[config.mk]
export PLATFORM = sky130hd
export DESIGN_NAME = uart_tx_param_flat
export DESIGN_NICKNAME = d
export VERILOG_FILES = /design/src/rtl/uart_tx_param_if.sv /design/src/rtl/uart_tx_param.sv /design/src/flat_wrapper.sv
export SDC_FILE = /design/constraint.sdc
export NUM_CORES = 1
export LEC_CHECK = 0
export BUFFER_PORTS_ARGS = -buffer_cell sky130_fd_sc_hd__buf_2
export CORE_ASPECT_RATIO = 2
export CORE_MARGIN = 3
export CORE_UTILIZATION = 25
export DETAILED_ROUTE_END_ITERATION = 16
export REMOVE_ABC_BUFFERS = 1
export SETUP_SLACK_MARGIN = 0.5
export SLEW_MARGIN = 20
export SYNTH_ARGS = -nofsm -noshare
export SYNTH_HDL_FRONTEND = slang
export SYNTH_SLANG_ARGS = --single-unit
[constraint.sdc]
create_clock -name clk -period 2.4 [get_ports clk]
set_clock_uncertainty 0.1 [all_clocks]
set_input_delay 0.24 -clock clk [delete_from_list [all_inputs] [get_ports clk]]
set_output_delay 0.24 -clock clk [all_outputs]
set_load 0.01 [all_outputs]
[src/rtl/uart_tx_param_if.sv]
// Transmit-side handshake and serial line bundle for uart_tx_param.
// master = word producer, slave = the transmitter.
interface uart_tx_param_if #(
  parameter int DATA_BITS = 8
);
  logic                 send_data;
  logic [DATA_BITS-1:0] inp_data;
  logic [1:0]           parity_type;
  logic                 stop_bits;
  logic                 ready;
  logic                 busy;
  logic                 tx_done;
  logic                 output_data_serial;

  modport master (
    output send_data, inp_data, parity_type, stop_bits,
    input  ready, busy, tx_done, output_data_serial
  );

  modport slave (
    input  send_data, inp_data, parity_type, stop_bits,
    output ready, busy, tx_done, output_data_serial
  );
endinterface

[src/rtl/uart_tx_param.sv]
// Buffered UART transmitter: start bit, LSB-first data, optional parity, 1 or 2 stop bits.
// Define UART_TX_FIFO_EN for a FIFO_DEPTH-entry FIFO; otherwise a single holding register.
module uart_tx_param #(
  parameter int CLOCKS_PER_BIT = 434,
  parameter int DATA_BITS      = 8,
  parameter int FIFO_DEPTH     = 8
) (
  input  logic          clk,
  input  logic          rst,
  uart_tx_param_if.slave bus
);
  localparam int CNT_W = $clog2(2 * CLOCKS_PER_BIT + 1);
  localparam int BIT_W = $clog2(DATA_BITS + 1);
  localparam int ENT_W = DATA_BITS + 3;
  localparam logic [CNT_W-1:0] BIT_LAST   = CNT_W'(CLOCKS_PER_BIT - 1);
  localparam logic [CNT_W-1:0] STOP2_LAST = CNT_W'(2 * CLOCKS_PER_BIT - 1);
  localparam logic [BIT_W-1:0] DATA_LAST  = BIT_W'(DATA_BITS - 1);

  typedef enum logic [2:0] {IDLE, START, DATA, PARITY, STOP} state_t;

  logic             push, pop, buf_full, buf_empty;
  logic [ENT_W-1:0] wr_ent, rd_ent;

  // Entry layout: {stop_bits, parity_type, data} so each frame keeps its own format.
  assign wr_ent = {bus.stop_bits, bus.parity_type, bus.inp_data};
  assign push   = bus.send_data && !buf_full;

`ifdef UART_TX_FIFO_EN
  localparam int PTR_W = $clog2(FIFO_DEPTH);

  logic [ENT_W-1:0] mem [FIFO_DEPTH];
  logic [PTR_W-1:0] wr_ptr, rd_ptr;
  logic [PTR_W:0]   count;

  always_ff @(posedge clk) begin
    if (!rst) begin
      wr_ptr <= '0;
      rd_ptr <= '0;
      count  <= '0;
    end else begin
      if (push) wr_ptr <= wr_ptr + PTR_W'(1);
      if (pop)  rd_ptr <= rd_ptr + PTR_W'(1);
      case ({push, pop})
        2'b10:   count <= count + (PTR_W+1)'(1);
        2'b01:   count <= count - (PTR_W+1)'(1);
        default: count <= count;
      endcase
    end
  end

  always_ff @(posedge clk) begin
    if (push) mem[wr_ptr] <= wr_ent;
  end

  assign rd_ent    = mem[rd_ptr];
  assign buf_full  = (count == (PTR_W+1)'(FIFO_DEPTH));
  assign buf_empty = (count == '0);
`else
  logic [ENT_W-1:0] hold;
  logic             hold_vld;
  logic             unused_depth;

  assign unused_depth = FIFO_DEPTH[0];

  always_ff @(posedge clk) begin
    if (!rst)      hold_vld <= 1'b0;
    else if (push) hold_vld <= 1'b1;
    else if (pop)  hold_vld <= 1'b0;
  end

  always_ff @(posedge clk) begin
    if (push) hold <= wr_ent;
  end

  assign rd_ent    = hold;
  assign buf_full  = hold_vld;
  assign buf_empty = !hold_vld;
`endif

  state_t                 state, state_n;
  logic [CNT_W-1:0]       cnt, cnt_n;
  logic [BIT_W-1:0]       bit_cnt, bit_n;
  logic [DATA_BITS-1:0]   sh, sh_n;
  logic                   par_bit, par_n;
  logic                   par_en, par_en_n;
  logic                   stop2, stop2_n;
  logic                   line_q, line_n;
  logic [CNT_W-1:0]       stop_last;

  assign stop_last = stop2 ? STOP2_LAST : BIT_LAST;

  always_ff @(posedge clk) begin
    if (!rst) begin
      state   <= IDLE;
      cnt     <= '0;
      bit_cnt <= '0;
      line_q  <= 1'b1;
    end else begin
      state   <= state_n;
      cnt     <= cnt_n;
      bit_cnt <= bit_n;
      line_q  <= line_n;
    end
  end

  always_ff @(posedge clk) begin
    sh      <= sh_n;
    par_bit <= par_n;
    par_en  <= par_en_n;
    stop2   <= stop2_n;
  end

  // line_n is the level for the state being entered, so the line flop tracks the FSM with no lag.
  always_comb begin
    state_n  = state;
    cnt_n    = cnt;
    bit_n    = bit_cnt;
    sh_n     = sh;
    par_n    = par_bit;
    par_en_n = par_en;
    stop2_n  = stop2;
    line_n   = 1'b1;
    pop      = 1'b0;
    case (state)
      IDLE: begin
        if (!buf_empty) begin
          pop      = 1'b1;
          sh_n     = rd_ent[DATA_BITS-1:0];
          par_en_n = rd_ent[DATA_BITS] ^ rd_ent[DATA_BITS+1];
          // Odd mode (01) inverts the XOR-reduce, even mode (10) uses it directly.
          par_n    = (^rd_ent[DATA_BITS-1:0]) ^ rd_ent[DATA_BITS];
          stop2_n  = rd_ent[DATA_BITS+2];
          cnt_n    = '0;
          bit_n    = '0;
          state_n  = START;
          line_n   = 1'b0;
        end
      end
      START: begin
        line_n = 1'b0;
        if (cnt == BIT_LAST) begin
          cnt_n   = '0;
          state_n = DATA;
          line_n  = sh[0];
        end else begin
          cnt_n = cnt + CNT_W'(1);
        end
      end
      DATA: begin
        line_n = sh[0];
        if (cnt == BIT_LAST) begin
          cnt_n = '0;
          if (bit_cnt == DATA_LAST) begin
            if (par_en) begin
              state_n = PARITY;
              line_n  = par_bit;
            end else begin
              state_n = STOP;
              line_n  = 1'b1;
            end
          end else begin
            bit_n  = bit_cnt + BIT_W'(1);
            sh_n   = sh >> 1;
            line_n = sh[1];
          end
        end else begin
          cnt_n = cnt + CNT_W'(1);
        end
      end
      PARITY: begin
        line_n = par_bit;
        if (cnt == BIT_LAST) begin
          cnt_n   = '0;
          state_n = STOP;
          line_n  = 1'b1;
        end else begin
          cnt_n = cnt + CNT_W'(1);
        end
      end
      STOP: begin
        line_n = 1'b1;
        if (cnt == stop_last) begin
          cnt_n   = '0;
          state_n = IDLE;
        end else begin
          cnt_n = cnt + CNT_W'(1);
        end
      end
      default: begin
        state_n = IDLE;
        cnt_n   = '0;
      end
    endcase
  end

  assign bus.ready              = !buf_full;
  assign bus.busy               = (state != IDLE) || !buf_empty;
  assign bus.tx_done            = (state == STOP) && (cnt == stop_last);
  assign bus.output_data_serial = line_q;
endmodule

[src/flat_wrapper.sv]
// flat-port wrapper written by rule: the top's interface ports become plain ports
module uart_tx_param_flat 
#(
  parameter int CLOCKS_PER_BIT = 434,
  parameter int DATA_BITS      = 8,
  parameter int FIFO_DEPTH     = 8
)
  (clk, rst, bus_send_data, bus_inp_data, bus_parity_type, bus_stop_bits, bus_ready, bus_busy, bus_tx_done, bus_output_data_serial);
  uart_tx_param_if #(.DATA_BITS(DATA_BITS)) bus_i ();
  input  logic clk;
  input  logic rst;
  input wire logic [$bits(bus_i.send_data)-1:0] bus_send_data;
  input wire logic [$bits(bus_i.inp_data)-1:0] bus_inp_data;
  input wire logic [$bits(bus_i.parity_type)-1:0] bus_parity_type;
  input wire logic [$bits(bus_i.stop_bits)-1:0] bus_stop_bits;
  output wire logic [$bits(bus_i.ready)-1:0] bus_ready;
  output wire logic [$bits(bus_i.busy)-1:0] bus_busy;
  output wire logic [$bits(bus_i.tx_done)-1:0] bus_tx_done;
  output wire logic [$bits(bus_i.output_data_serial)-1:0] bus_output_data_serial;
  assign bus_i.send_data = bus_send_data;
  assign bus_i.inp_data = bus_inp_data;
  assign bus_i.parity_type = bus_parity_type;
  assign bus_i.stop_bits = bus_stop_bits;
  assign bus_ready = bus_i.ready;
  assign bus_busy = bus_i.busy;
  assign bus_tx_done = bus_i.tx_done;
  assign bus_output_data_serial = bus_i.output_data_serial;
  uart_tx_param #(.CLOCKS_PER_BIT(CLOCKS_PER_BIT), .DATA_BITS(DATA_BITS), .FIFO_DEPTH(FIFO_DEPTH)) u_core (.clk(clk), .rst(rst), .bus(bus_i));
endmodule
=== Yosys cells after proc, flatten, opt, wreduce, memory -nomap -nowiden ===
Index checks and enable logic that the tools add are counted.
W data, S select, Z words.

* Bits in registers: 41
* Input bits: 14
* Output and inout bits: 4
* Word-level logic and storage cells: 73

* Add/sub/neg operators: 2
* Equality and inequality tests: 14
* Muxes and demuxes: 32
* Bitwise operators: 2
* Reduce and logical (&&, ||, !) cells: 13

{| class="wikitable"
|+ Operator list
! cell !! number
|-
| $mux W10 || 4
|-
| $pmux W10 S3 || 1
|-
| $mux W8 || 3
|-
| $mux W3 || 7
|-
| $pmux W8 S2 || 1
|-
| $pmux W3 S5 || 1
|-
| $mux W4 || 3
|-
| $ne A2 B1 Y1 const B || 6
|-
| $add A10 B1 Y10 const B || 1
|-
| $eq A10 B10 Y1 || 1
|-
| $eq A10 B9 Y1 const B || 1
|-
| $mux W1 || 10
|-
| $pmux W4 S2 || 1
|-
| $reduce_xor A8 Y1 || 1
|-
| $eq A3 B2 Y1 const B || 2
|-
| $reduce_and A6 Y1 || 1
|-
| $add A4 B1 Y4 const B || 1
|-
| $eq A4 B3 Y1 const B || 1
|-
| $pmux W1 S4 || 1
|-
| $reduce_and A4 Y1 || 1
|-
| $reduce_bool A2 Y1 || 2
|-
| $eq A3 B1 Y1 const B || 1
|-
| $eq A3 B3 Y1 const B || 1
|-
| $logic_not A3 Y1 || 1
|-
| 8 further kinds || 10
|}

=== Logic depth before layout (Yosys ltp) ===
* Depth after elaboration: 4
* Mapped depth: 7
* Depth with buffers taken out: 6

=== Worst setup path before layout ===
OpenSTA, ideal clock, no wires.

* Kind: flip-flop to flip-flop
* Start: register u_core.state[0]
* End: register u_core.cnt[8]
* Setup time: 0.125 ns
* Arrival: 1.560 ns
* Data required time: 2.175 ns
* Path slack: 0.615 ns
* Stages on the path, launching flop included: 8
* Path buffers: 2
* Clock period less this slack: 1.785 ns
* Cells stage by stage: dfxtp_1 > buf_6 > or4_1 > buf_2 > and4_4 > nand3_1 > xor2_1 > nor2_1

* Word-level cells in the longest chain between the ends: 3
* Elaborated cells between the ends (all ways): 8
* Those cells by class: eq/ne: 5; mux: 1; reduce/logical: 2

{| class="wikitable"
|+ RTL lines
! what !! RTL line !! text
|-
| from (decl) || uart_tx_param.sv:80 || <nowiki>state_t state, state_n;</nowiki>
|-
| from (signal assigned) || uart_tx_param.sv:99 || <nowiki>state <= state_n;</nowiki>
|-
| $eq A3 B1 Y1 / $eq A3 B2 Y1 (equally long branches) || uart_tx_param.sv:124 || <nowiki>case (state)</nowiki>
|-
| $reduce_or A3 Y1 (no line) || -- ||
|-
| $pmux W10 S3 || uart_tx_param.sv:124 ||
|-
| to (signal assigned) || uart_tx_param.sv:100 || <nowiki>cnt <= cnt_n;</nowiki>
|-
| to (decl) || uart_tx_param.sv:81 || <nowiki>logic [CNT_W-1:0] cnt, cnt_n;</nowiki>
|}

Several ways; a longest one is shown, not always the timed one.
A chain may end at the register's enable or synchronous reset.

=== Worst setup path in the final report ===
* Start: register u_core.stop2
* End: output bus_tx_done

* Word-level cells in the longest chain between the ends: 3

{| class="wikitable"
|+ RTL lines
! what !! RTL line !! text
|-
| from (decl) || uart_tx_param.sv:86 || <nowiki>logic stop2, stop2_n;</nowiki>
|-
| from (signal assigned) || uart_tx_param.sv:110 || <nowiki>stop2 <= stop2_n;</nowiki>
|-
| $mux W10 || uart_tx_param.sv:90 || <nowiki>assign stop_last = stop2 ? STOP2_LAST : BIT_LAST;</nowiki>
|-
| $eq A10 B10 Y1 || uart_tx_param.sv:198 || <nowiki>assign bus.tx_done = (state == STOP) && (cnt == stop_last);</nowiki>
|-
| $logic_and A1 B1 Y1 || uart_tx_param.sv:198 ||
|-
| to (decl) || flat_wrapper.sv:18 || <nowiki>output wire logic [$bits(bus_i.tx_done)-1:0] bus_tx_done;</nowiki>
|}

Every way passes these cells.

==> summary.txt <==
status: complete, no violations
clock sink count: 41
pre-CTS WS: 0.2654 ns
Post-DP HPWL: 2767 µm
initial antenna violation count: 0
crit start category: register
WL/cell: 12.18 µm
ant diodes: 0
worst-margin pin slew: 0.3799 ns
VDD IR-drop max: 0.3434 mV
Layout area overhead: 21.56%
Synth Instances: 177
largest net degree at the start of global routing: 15
routed vias: 1330
Seq cells post-synth: 41
crit path DAT: 1.46 ns
share of post-route cells with drive strength above 1: 0.2525
Die Wd: 67.98 µm
Final Max Tran Viols: 0
clock slew at reported path FFs: 0.06 ns
CTS tree: yes
largest buffer count on any clock path: 2
Post-CTS Hold Buffers: 0
post-route cell area: 2335 µm²
worst skew pair latency: 0.28 ns
Yosys cell types: 44
DRC marker count from the first detailed-route iteration: 44
IO Pins: 18
max_slew headroom: 0.7465
final number of setup-violating endpoints: 0
global route overflow: 0
worst hold path type: input port to register
Final period util: 0.7500
Die ar.: 8834 µm²
flop-to-flop setup slack: 0.63 ns
Core Region: 7377 µm²
vias per cell: 4.524
Initial Utilization: 0.2603
vias in the first global route: 1301
Post-Place Cells: 283
CP required: 2.06 ns
pwr dens: 719.4 nW/µm²
CTS root buffer: clkbuf_16
worst-path maximum fanout: 2
nets: 218
setup_tns: 0 ns
die extent in y: 130.0 µm
CP Capture Type: primary output
setup ws final: 0.5999 ns
1st-pass router iterations: 4
residual DRC count: 0
post-route minimum period: 1.800 ns
Hold Violations, Final: 0
Antenna Nets Post-Route: 0
Ys Warns: 0
Total Routing Usage GR: 0.09064
Clock H-tree levels: 2
cts bufs inserted: 5
max-cap violations: 0
final non-filler cell total: 294
final wirelength: 3582 µm
leakage: 0.8341 nW
Seq/Total Area, Yosys: 0.5420
crit path kind: register to primary output
first-pass GRT wire length: 5851 µm
RSZ-0062 raised after global routing: false
port bufs: 17
Max Freq: 555.5 MHz
Synth Cell Area: 1921 µm²
Placed Instance Area: 2108 µm²
site row count: 44
average cell area after synthesis: 10.85 µm²
GP Congestion: 0.8264
[synth_stat cells (all sizes together)]
| cell type | n | area, µm² |
|---|---|---|
| a2bb2oi | 1 | 15.01 |
| and3b | 1 | 8.760 |
| o21ba | 1 | 10.01 |
| nor4 | 1 | 6.260 |
| inv | 8 | 30.03 |
| nand3b | 2 | 15.01 |
| and3 | 3 | 18.77 |
| nand4b | 1 | 8.760 |
| o32ai | 1 | 8.760 |
| a31oi | 1 | 6.260 |
| xnor2 | 9 | 78.83 |
| nand2 | 12 | 47.55 |
| o221ai | 1 | 8.760 |
| o21a | 2 | 15.01 |
| nor3 | 4 | 20.02 |
| a21oi | 6 | 30.03 |
| nand4 | 1 | 6.260 |
| nand3 | 11 | 55.05 |
| nor2 | 21 | 78.83 |
| xor2 | 8 | 70.07 |
| a22oi | 1 | 7.510 |
| edfxtp | 22 | 660.6 |
| and4b | 1 | 10.01 |
| clkbuf | 3 | 11.26 |
| nor4b | 2 | 17.52 |
| nor4bb | 1 | 10.01 |
| or3 | 3 | 18.77 |
| ha | 3 | 37.54 |
| and2b | 1 | 7.510 |
| and4 | 2 | 20.02 |
| nand2b | 1 | 6.260 |
| o21ai | 8 | 40.03 |
| or4 | 1 | 7.510 |
| mux2i | 2 | 20.02 |
| mux2 | 7 | 78.83 |
| dfxtp | 19 | 380.4 |
| nor3b | 1 | 18.77 |
| buf | 3 | 23.77 |
| nor2b | 1 | 6.260 |
[flip-flops by register name, indices dropped and copies added, names as in the netlist, 3 cells and up]
| register | flops |
|---|---|
| u_core.hold | 11 |
| u_core.cnt | 10 |
| u_core.sh | 8 |
| u_core.bit_cnt | 4 |
| u_core.state | 3 |
[worst paths after layout]
check / from / end / cells past startpoint
max: u_core.stop2$_DFFE_PP_ / bus_tx_done / 4
min: bus_parity_type[1] / u_core.hold[9]$_DFFE_PP_ / 1
max reg2reg: u_core.cnt[2]$_SDFFE_PN0N_ / u_core.bit_cnt[3]$_SDFFE_PN0P_ / 5
min reg2reg: u_core.hold[10]$_DFFE_PP_ / u_core.stop2$_DFFE_PP_ / 0
[cell usage in the layout, fill, tap and decap left out, types with 2 or more instances in the layout]
| cell type | n |
|---|---|
| edfxtp_1 | 22 |
| nor2_1 | 20 |
| buf_2 | 17 |
| dfxtp_1 | 17 |
| nand2_1 | 11 |
| nand3_1 | 10 |
| xnor2_1 | 9 |
| xor2_1 | 8 |
| inv_1 | 7 |
| mux2_2 | 7 |
| a21oi_1 | 6 |
| buf_4 | 6 |
| o21ai_0 | 5 |
| clkbuf_16 | 5 |
| nor3_1 | 4 |
| o21ai_1 | 3 |
| and3_1 | 3 |
| or3_1 | 3 |
| ha_1 | 3 |
| nand3b_1 | 2 |
| o21a_1 | 2 |
| mux2i_1 | 2 |
| dfxtp_2 | 2 |
[through the flow]
step / util / total power, mW / hold WS [ns]
3_3_place_gp: 0.2858 / 0.9334 / 0.3090
6_report: 0.3165 / 1.680 / 0.02746
4_1_cts: 0.3139 / 1.702 / 0.02256
5_1_grt: 0.3165 / 1.751 / 0.01686
3_5_place_dp: 0.2858 / 0.9366 / 0.3177
2_1_floorplan: - / 0.8902 / 0.2389
[report_power, final]
| part | total [mW] | internal (mW) | switching, mW |
|---|---|---|---|
| clock | 0.759 | 0.492 | 0.267 |
| combinational | 0.118 | 0.0544 | 0.0635 |
| sequential | 0.803 | 0.781 | 0.0220 |
[logic make-up (layout without fill, tap and decap cells)]
group / count (synthesis) / in the layout / synth area share
and+or+nand+nor: 71 / 71 / 0.2020
adders and majority gates: 3 / 3 / 0.01955
AOI/OAI and AO/OA: 22 / 22 / 0.07361
buffers and inverters: 14 / 39 / 0.03387
xor gates and xnor gates: 17 / 17 / 0.07753
DFF: 41 / 41 / 0.5420
muxes: 9 / 9 / 0.05147
[what timing repair did]
action | CTS | global route
setup endpoints to repair | 21 | 3
gates resized for setup | 5 | 4
pin swaps | 1 | 1
hold endpoints to repair | 0 | 0
setup buffers | 3 | 0
[layout make-up]
type                            count  area (µm²)
Fill cell                         773        5042
Multi-Input combinational cell    122       847.1
Clock buffer                        5       125.1
Clock inverter                      3       43.79
Tap cell                           92       115.1
Sequential cell                    41        1044
Inverter                            8       30.03
Timing Repair Buffer               23       130.1
[worst max-delay path: stages, from the launching register on]
cell,delay (ns)
edfxtp_1,0.42
nor4bb_1,0.28
a22oi_1,0.15
nor3_1,0.17
buf_2,0.16
[metal layers]
metal,vias to the layer above,part of all wire,track usage
met4,0,0.033,0.05744
met3,9,0.039,0.02326
met5,-,0,0
met2,22,0.55,0.1610
met1,620,0.38,0.08924
li1,679,-,-
(Power assumes the default switching activity.)
